<file path="config.mk">
export PLATFORM = sky130hd
export DESIGN_NAME = wavelet_dec_seq
export DESIGN_NICKNAME = d
export VERILOG_FILES = /design/src/rtl/wavelet_dec_seq_pkg.sv /design/src/rtl/wavelet_dec_seq_lvl_counter.sv /design/src/rtl/wavelet_dec_seq.sv
export SDC_FILE = /design/constraint.sdc
export NUM_CORES = 1
export LEC_CHECK = 0
export CAP_MARGIN = 20
export CORE_ASPECT_RATIO = 1.4
export CORE_UTILIZATION = 45
export CTS_CLUSTER_SIZE = 12
export DETAILED_ROUTE_END_ITERATION = 10
export HOLD_SLACK_MARGIN = 0.03
export PLACE_DENSITY = 0.71
export SLEW_MARGIN = 10
export SYNTH_ARGS = -nofsm -noshare
export SYNTH_HDL_FRONTEND = slang
export SYNTH_SLANG_ARGS = --single-unit
export TNS_END_PERCENT = 20
</file>
<file path="constraint.sdc">
create_clock -name clk_78_125 -period 2 [get_ports clk_78_125]
set_input_delay 0.5 -clock clk_78_125 [delete_from_list [all_inputs] [get_ports clk_78_125]]
set_output_delay 0.5 -clock clk_78_125 [all_outputs]
set_load 0.02 [all_outputs]
</file>
<file path="src/rtl/wavelet_dec_seq_pkg.sv">
// Shared definitions for the sym4 decomposition frame sequencer and its benches.
package wavelet_dec_seq_pkg;

   typedef enum logic [2:0] {
      ST_IDLE  = 3'd0,
      ST_FEED  = 3'd1,
      ST_FLUSH = 3'd2,
      ST_DRAIN = 3'd3,
      ST_DONE  = 3'd4
   } state_e;

   localparam int unsigned NUM_LVL        = 5;
   localparam int unsigned DEF_FLUSH_BLKS = 8;
   localparam int unsigned DEF_QUIET_CYC  = 8;
   localparam int unsigned DEF_DRAIN_MAX  = 512;

   // LSB offset of level lvl (0 = L1) inside the packed lvl_cnt bus
   function automatic int unsigned lvl_cnt_lo(input int unsigned lvl, input int unsigned cnt_w);
      return lvl * cnt_w;
   endfunction

endpackage

</file>
<file path="src/rtl/wavelet_dec_seq_lvl_counter.sv">
// Saturating per-level output counter with synchronous clear and count enable.
module wavelet_lvl_counter #(
   parameter int unsigned W = 16
) (
   input  logic         clk,
   input  logic         rst_n,
   input  logic         clr,
   input  logic         en,
   output logic [W-1:0] cnt
);

   logic [W-1:0] cnt_q, cnt_d;

   always_comb begin
      cnt_d = cnt_q;
      if (clr) begin
         cnt_d = '0;
      end else if (en && (cnt_q != '1)) begin
         cnt_d = cnt_q + W'(1);
      end
   end

   always_ff @(posedge clk or negedge rst_n) begin
      if (!rst_n) cnt_q <= '0;
      else        cnt_q <= cnt_d;
   end

   assign cnt = cnt_q;

endmodule

</file>
<file path="src/rtl/wavelet_dec_seq.sv">
// Frame sequencer: feeds frame_len real blocks into L1, flushes with zero blocks,
// waits for the five-level chain to go quiet and counts per-level outputs.
module wavelet_dec_seq
   import wavelet_dec_seq_pkg::*;
#(
   parameter int unsigned CNT_W      = 16,
   parameter int unsigned FLUSH_BLKS = DEF_FLUSH_BLKS,
   parameter int unsigned QUIET_CYC  = DEF_QUIET_CYC,
   parameter int unsigned DRAIN_MAX  = DEF_DRAIN_MAX
) (
   input  logic                     clk_78_125,
   input  logic                     rstn,
   input  logic                     start,
   input  logic                     abort,
   input  logic [CNT_W-1:0]         frame_len,
   input  logic                     src_valid,
   output logic                     src_ready,
   output logic                     din_valid,
   output logic                     din_zero,
   input  logic [NUM_LVL-1:0]       lvl_valid,
   output logic [NUM_LVL*CNT_W-1:0] lvl_cnt,
   output logic                     busy,
   output logic                     done,
   output logic                     err_timeout
);

   localparam int unsigned FL_W = $clog2(FLUSH_BLKS + 1);
   localparam int unsigned QC_W = $clog2(QUIET_CYC + 1);
   localparam int unsigned DC_W = $clog2(DRAIN_MAX + 1);

   state_e            state_q, state_d;
   logic [CNT_W-1:0]  frame_len_q, frame_len_d;
   logic [CNT_W-1:0]  blk_cnt_q, blk_cnt_d;
   logic [FL_W-1:0]   flush_cnt_q, flush_cnt_d;
   logic [QC_W-1:0]   quiet_q, quiet_d;
   logic [DC_W-1:0]   cyc_q, cyc_d;
   logic              err_q, err_d;
   logic              din_valid_q, din_valid_d;
   logic              din_zero_q, din_zero_d;
   logic              cnt_clr_c;

   // Next-state and registered-output logic; abort overrides every transition
   always_comb begin
      state_d     = state_q;
      frame_len_d = frame_len_q;
      blk_cnt_d   = blk_cnt_q;
      flush_cnt_d = flush_cnt_q;
      quiet_d     = quiet_q;
      cyc_d       = cyc_q;
      err_d       = err_q;
      din_valid_d = 1'b0;
      din_zero_d  = 1'b0;
      cnt_clr_c   = 1'b0;

      unique case (state_q)
         ST_IDLE: begin
            if (start && !abort) begin
               frame_len_d = frame_len;
               blk_cnt_d   = '0;
               flush_cnt_d = '0;
               err_d       = 1'b0;
               cnt_clr_c   = 1'b1;
               state_d     = (frame_len == '0) ? ST_FLUSH : ST_FEED;
            end
         end
         ST_FEED: begin
            if (src_valid) begin
               blk_cnt_d   = blk_cnt_q + CNT_W'(1);
               din_valid_d = 1'b1;
               if ((blk_cnt_q + CNT_W'(1)) == frame_len_q) state_d = ST_FLUSH;
            end
         end
         ST_FLUSH: begin
            din_valid_d = 1'b1;
            din_zero_d  = 1'b1;
            flush_cnt_d = flush_cnt_q + FL_W'(1);
            if (flush_cnt_q == FL_W'(FLUSH_BLKS - 1)) begin
               quiet_d = '0;
               cyc_d   = '0;
               state_d = ST_DRAIN;
            end
         end
         ST_DRAIN: begin
            cyc_d   = cyc_q + DC_W'(1);
            quiet_d = (lvl_valid == '0) ? (quiet_q + QC_W'(1)) : '0;
            if (quiet_d == QC_W'(QUIET_CYC)) begin
               state_d = ST_DONE;
            end else if (cyc_d == DC_W'(DRAIN_MAX)) begin
               err_d   = 1'b1;
               state_d = ST_DONE;
            end
         end
         ST_DONE: state_d = ST_IDLE;
         default: state_d = ST_IDLE;
      endcase

      if (abort && (state_q != ST_IDLE)) begin
         state_d     = ST_IDLE;
         err_d       = err_q;
         din_valid_d = 1'b0;
         din_zero_d  = 1'b0;
      end
   end

   always_ff @(posedge clk_78_125 or negedge rstn) begin
      if (!rstn) begin
         state_q     <= ST_IDLE;
         frame_len_q <= '0;
         blk_cnt_q   <= '0;
         flush_cnt_q <= '0;
         quiet_q     <= '0;
         cyc_q       <= '0;
         err_q       <= 1'b0;
         din_valid_q <= 1'b0;
         din_zero_q  <= 1'b0;
      end else begin
         state_q     <= state_d;
         frame_len_q <= frame_len_d;
         blk_cnt_q   <= blk_cnt_d;
         flush_cnt_q <= flush_cnt_d;
         quiet_q     <= quiet_d;
         cyc_q       <= cyc_d;
         err_q       <= err_d;
         din_valid_q <= din_valid_d;
         din_zero_q  <= din_zero_d;
      end
   end

   assign src_ready   = (state_q == ST_FEED);
   assign busy        = (state_q != ST_IDLE);
   assign done        = (state_q == ST_DONE);
   assign din_valid   = din_valid_q;
   assign din_zero    = din_zero_q;
   assign err_timeout = err_q;

   for (genvar i = 0; i < NUM_LVL; i++) begin : g_lvl
      wavelet_lvl_counter #(.W(CNT_W)) u_cnt (
         .clk   (clk_78_125),
         .rst_n (rstn),
         .clr   (cnt_clr_c),
         .en    (lvl_valid[i] & busy),
         .cnt   (lvl_cnt[lvl_cnt_lo(i, CNT_W) +: CNT_W])
      );
   end

endmodule

</file>
Word level (Yosys, flattened, before mapping) --
Index checks and enable logic that the tools add are counted.
Word-level totals: logic and storage cells 119, input bits 26, register bits 136
Operators by class: reductions and logical operators 27, add/subtract/negate cells 9, bitwise gates (word level) 6, mux-type cells 40, eq/ne operators 23
Operators with widths (count):
- 16-bit 2-to-1 mux | 12
- 16-bit by 1-bit adder with 16-bit output (second input constant) | 6
- 16-bit inequality test (second input constant) | 5
- 16-bit case mux with 2 select lines | 1
- 3-bit 2-to-1 mux | 7
- 10-bit case mux with 2 select lines | 1
- 2-bit nonzero test | 9
- 16-bit equality test | 1
- 16-bit logical NOT | 1
- 4-bit case mux with 2 select lines | 2
- 4-bit 2-to-1 mux | 3
- 3-bit case mux with 4 select lines | 1
- 10-bit by 1-bit adder with 10-bit output (second input constant) | 1
- 10-bit equality test (second input constant) | 1
- 10-bit 2-to-1 mux | 1
- 2-bit inequality test (second input constant) | 5
- 5-bit AND reduction | 2
- 1-bit 2-to-1 mux | 9
- 4-bit by 1-bit adder with 4-bit output (second input constant) | 2
- 1-bit logical AND | 7
- 3-bit by 2-bit equality test with 1-bit output (second input constant) | 2
- 3-bit inequality test (second input constant) | 2
- 2-bit AND reduction | 3
- 1-bit bitwise AND | 5
- 15 further kinds | 16

Longest topological paths before layout --
depth after elaboration 6, gate-level depth with buffers 11

Hierarchy --
From an unflattened synthesis, not the netlist that was laid out.
Unflattened totals: cells, all modules 896, area total of the unflattened synthesis 8072.7 um2
By module, submodules not included:
- wavelet_lvl_counter | cells an instance 98, seq. area each 400.4 um2, area each 942.2 um2, instances 5
- wavelet_dec_seq | cells an instance 406, seq. area each 1401.3 um2, area each 3362.0 um2, instances 1

Worst setup path before layout --
OpenSTA, ideal clock, no wires.
kind flip-flop to flip-flop, start reg g_lvl[0].u_cnt.cnt_q[0], end reg g_lvl[0].u_cnt.cnt_q[15], clock period less this slack 2131 ps, arrival 2053 ps, setup slack -131 ps, library setup time 78 ps, stages on the path, launching flop included 11, path through dfrtp_1 > ha_1 > and4_1 > nand3_1 > o211a_1 > buf_4 > and4_1 > buf_4 > nand2_1 > or3_1 > a21oi_1
Between the ends: word-level cells in the longest chain between the ends 3
RTL lines:
- start: declaration | line wavelet_dec_seq_lvl_counter.sv:12 | logic [W-1:0] cnt_q, cnt_d;
- start signal: assignment | line wavelet_dec_seq_lvl_counter.sv:25 | else cnt_q <= cnt_d;
- 16-bit by 1-bit adder with 16-bit output or 16-bit inequality test (tied branches) | line wavelet_dec_seq_lvl_counter.sv:19, wavelet_dec_seq_lvl_counter.sv:18
- 16-bit 2-to-1 mux or 1-bit logical AND (tied branches) | line wavelet_dec_seq_lvl_counter.sv:18 | end else if (en && (cnt_q != '1)) begin
- 16-bit 2-to-1 mux or 2-bit nonzero test (tied branches)
Parallel ways exist; a longest one is shown, timed or not. The select of a mux whose other input is x is not followed. A chain may end at the register's enable or synchronous reset.

Worst setup path after layout --
start reg blk_cnt_q[3], end reg state_q[0]
Between the ends: word-level cells in the longest chain between the ends 4
RTL lines:
- start: declaration | line wavelet_dec_seq.sv:33 | logic [CNT_W-1:0] blk_cnt_q, blk_cnt_d;
- start signal: assignment | line wavelet_dec_seq.sv:119 | blk_cnt_q <= blk_cnt_d;
- 16-bit by 1-bit adder with 16-bit output | line wavelet_dec_seq.sv:70 | if ((blk_cnt_q + CNT_W'(1)) == frame_len_q) state_d = ST_FLUSH;
- 16-bit equality test | line wavelet_dec_seq.sv:70
- 3-bit by 1-bit inequality test with 1-bit output (no line)
- 5-bit AND reduction (no line)
- end signal: assignment | line wavelet_dec_seq.sv:117 | state_q <= state_d;
- end: declaration | line wavelet_dec_seq.sv:31 | state_e state_q, state_d;
No other way between the ends.

==> impl_results.md <==
- Final GP Congestion: 0.8628
- PortBufs: 111
- Worst EP arrival: 2.41 ns
- H-tree depth: 4
- Drc violations: 0
- Final #Nets: 1,093
- Clock-pin slew on the worst setup and hold paths: 0.06 ns
- Fin util: 67.76%
- Slew @ Worst Pin: 0.5169 ns
- Antenna violations before repair: 0
- Vias in the first global route: 7,078
- Most common cell after layout, fill and taps aside: buf_4
- Ys Warns: 0
- Post-route non-filler standard cell count: 1,267
- R2r setup slk: -0.08 ns
- TritonCTS Sinks: 136
- Wirelength, routed: 20.49 mm
- Most frequent cells in the layout: buf_4 (151), dfrtp_1 (130), nand2_1 (113)
- Worst setup EP type: flip-flop
- Clock period minus worst slack: 2.078 ns
- Antenna-violating nets left: 0
- Pin count of the biggest net entering global routing: 61
- Die area: 0.01670 mm^2
- HPWL Detailed: 14.19 mm
- Worst Path Class, Setup: flip-flop to flip-flop
- Post-synth top flop: dfrtp_1
- Register bit total from synthesis: 136
- Worst Hold Depth: 1
- Number of I/O pins: 112
- Syn nets: 840
- Mapped Avg Cell Area: 9.043 um^2
- R2R depth: 8
- Share of layout cells above drive strength 1: 24.37%
- Async SR Flop Fraction: 100.0%
- Global-route wire length before repair: 33.35 mm
- Via count: 6,971
- Register area share after synthesis: 46.75%
- WL/cell: 16.17 um
- Status: finished with violations
- Die Height: 152.5 um
- Post-Syn Area: 0.007279 mm^2
- Final number of hold-violating endpoints: 0
- CTS max path bufs: 2
- Slew HR: 65.54%
- Max FO, Critical Path: 4
- Grt ovf: 0
- RSZ-0062 raised after global routing: true
- CP startpoint kind: flip-flop
- Antenna cells: 0
- Syn-to-layout area delta: 45.91%
- FP Rows: 54
- Post-Synthesis Cells: 805
- Leakage Power: 5.357 nW
- DIE WIDTH: 109.5 um
- Final Setup Violations: 2
- Drt first pass iters: 5
- Worst skew pair latency: 0.43 ns
- Hold WC Path Type: flip-flop to flip-flop
- Final Max Tran Viols: 0
- Failing checks: setup timing
- CP required: 2.33 ns
- Setup TNS Final: -0.1371 ns
- Placed cell count: 1,221
- Core ar.: 0.01568 mm^2
- Post-synth EDFFs: 0
- Layout Skew: 0.009022 ns
- CTS buffer count: 17
- Total power: 0.009871 W
- Pre-CTS setup slack: -0.5715 ns
- Max cap viols: 0
- Peak Freq: 0.4811 GHz
- Initial Utilization: 46.44%
- Total Routing Usage GR: 25.50%
- Iter 0 DRT Violations: 381
- Fraction of the cycle the final worst path needs: 103.9%
- TritonCTS clock tree: done
- Synth cell types: 61
- CTS root buf: clkbuf_16
- Detailed-route vias per instance: 5.502
- Peak supply drop: 0.7538 mV
- Final worst setup slack: -0.07845 ns
- Pwr/cell area: 929.4 mW/mm^2
-- synth_stat cells (12+ instances only) --
cell | number | area, um^2
and4_1 | 12 | 105.1
nand3_1 | 50 | 250.2
xor2_1 | 35 | 306.5
o31ai_1 | 15 | 112.6
or3_1 | 17 | 106.4
nand2_1 | 115 | 431.7
and3_1 | 20 | 125.1
nor2_1 | 88 | 330.3
a21oi_1 | 21 | 105.1
dfrtp_1 | 136 | 3403
o21ai_0 | 70 | 350.3
xnor2_1 | 32 | 280.3
buf_2 | 13 | 65.06
nand4_1 | 19 | 118.9
clkbuf_1 | 23 | 86.33
inv_1 | 14 | 52.55
-- cell type report --
| cell class | instances | area [um^2] |
|---|---|---|
| Clock buffer | 18 | 429.2 |
| Clock inverter | 14 | 126.4 |
| Fill cell | 1241 | 5054 |
| Inverter | 15 | 56.30 |
| Multi-Input combinational cell | 614 | 3890 |
| Sequential cell | 136 | 3411 |
| Tap cell | 196 | 245.2 |
| Timing Repair Buffer | 274 | 2464 |
-- metrics by stage --
step	hold slack, ns	area [um^2]
final	0.4987	10620
after global routing	0.5301	10620
after CTS	0.5030	10340
after global placement	0.4771	9671
after detailed placement	0.4764	9671
after floorplan	0.2044	7302
-- logic make-up (layout without fill, tap and decap cells) --
logic type	count (synthesis)	count (layout)	share of synthesized area, %
AOI/OAI and AO/OA	147	147	12.72
xor gates and xnor gates	67	67	8.061
buffers and inverters	55	321	3.162
and+or+nand+nor	379	379	26.07
muxes	12	12	1.684
adders and majority gates	9	9	1.547
DFF	136	136	46.75
-- flip-flops by register name, summed over array words and instances, names as in the netlist --
signal,cells
blk_cnt_q,16
g_lvl.u_cnt.cnt,80
frame_len_q,16
din_valid,1
flush_cnt_q,4
din_zero,1
cyc_q,10
err_timeout,1
state_q,3
quiet_q,4
-- path summary, 6_finish.rpt --
check                                          start                                 to
setup reg to reg            blk_cnt_q[3]$_DFFE_PN0P_             state_q[0]$_DFFE_PN0P_
min in group asynchronous                       rstn  g_lvl[4].u_cnt.cnt[5]$_DFFE_PN0P_
max in group asynchronous                       rstn  g_lvl[2].u_cnt.cnt[9]$_DFFE_PN0P_
setup / recovery            blk_cnt_q[3]$_DFFE_PN0P_             state_q[0]$_DFFE_PN0P_
hold reg to reg            blk_cnt_q[15]$_DFFE_PN0P_          blk_cnt_q[15]$_DFFE_PN0P_
hold / removal             blk_cnt_q[15]$_DFFE_PN0P_          blk_cnt_q[15]$_DFFE_PN0P_
-- worst max-delay path, stage by stage, from the launching register on --
cell	delay, ns
dfrtp_1	0.40
nand4_4	0.15
buf_4	0.17
nor3_2	0.23
mux2_2	0.36
mux2i_1	0.18
o21ai_2	0.11
o211a_1	0.15
a221oi_2	0.23
-- routing by layer --
metal  vias to the layer above  wire length [um]  global-route usage (%)
met1                      3401              8142                   28.52
met2                       181             10780                   45.37
met4                         0               600                   11.68
met3                        41               967                   5.304
met5                         -                 0                       0
li1                       3348                 -                       -
-- what timing repair did --
item	CTS	global route
resized for setup	59	64
pin swaps	7	18
setup endpoints to repair	36	53
setup buffers	7	7
endpoints found under the hold margin	1	0
hold buffers	1	0
-- where the power goes --
group          switching, W  leakage (nW)  internal (W)
combinational       0.00171          3.26       0.00154
clock               0.00127         0.259       0.00171
sequential         0.000467          1.84       0.00317
total               0.00345          5.36       0.00642
Note: power is estimated with default switching activity, not from simulation.
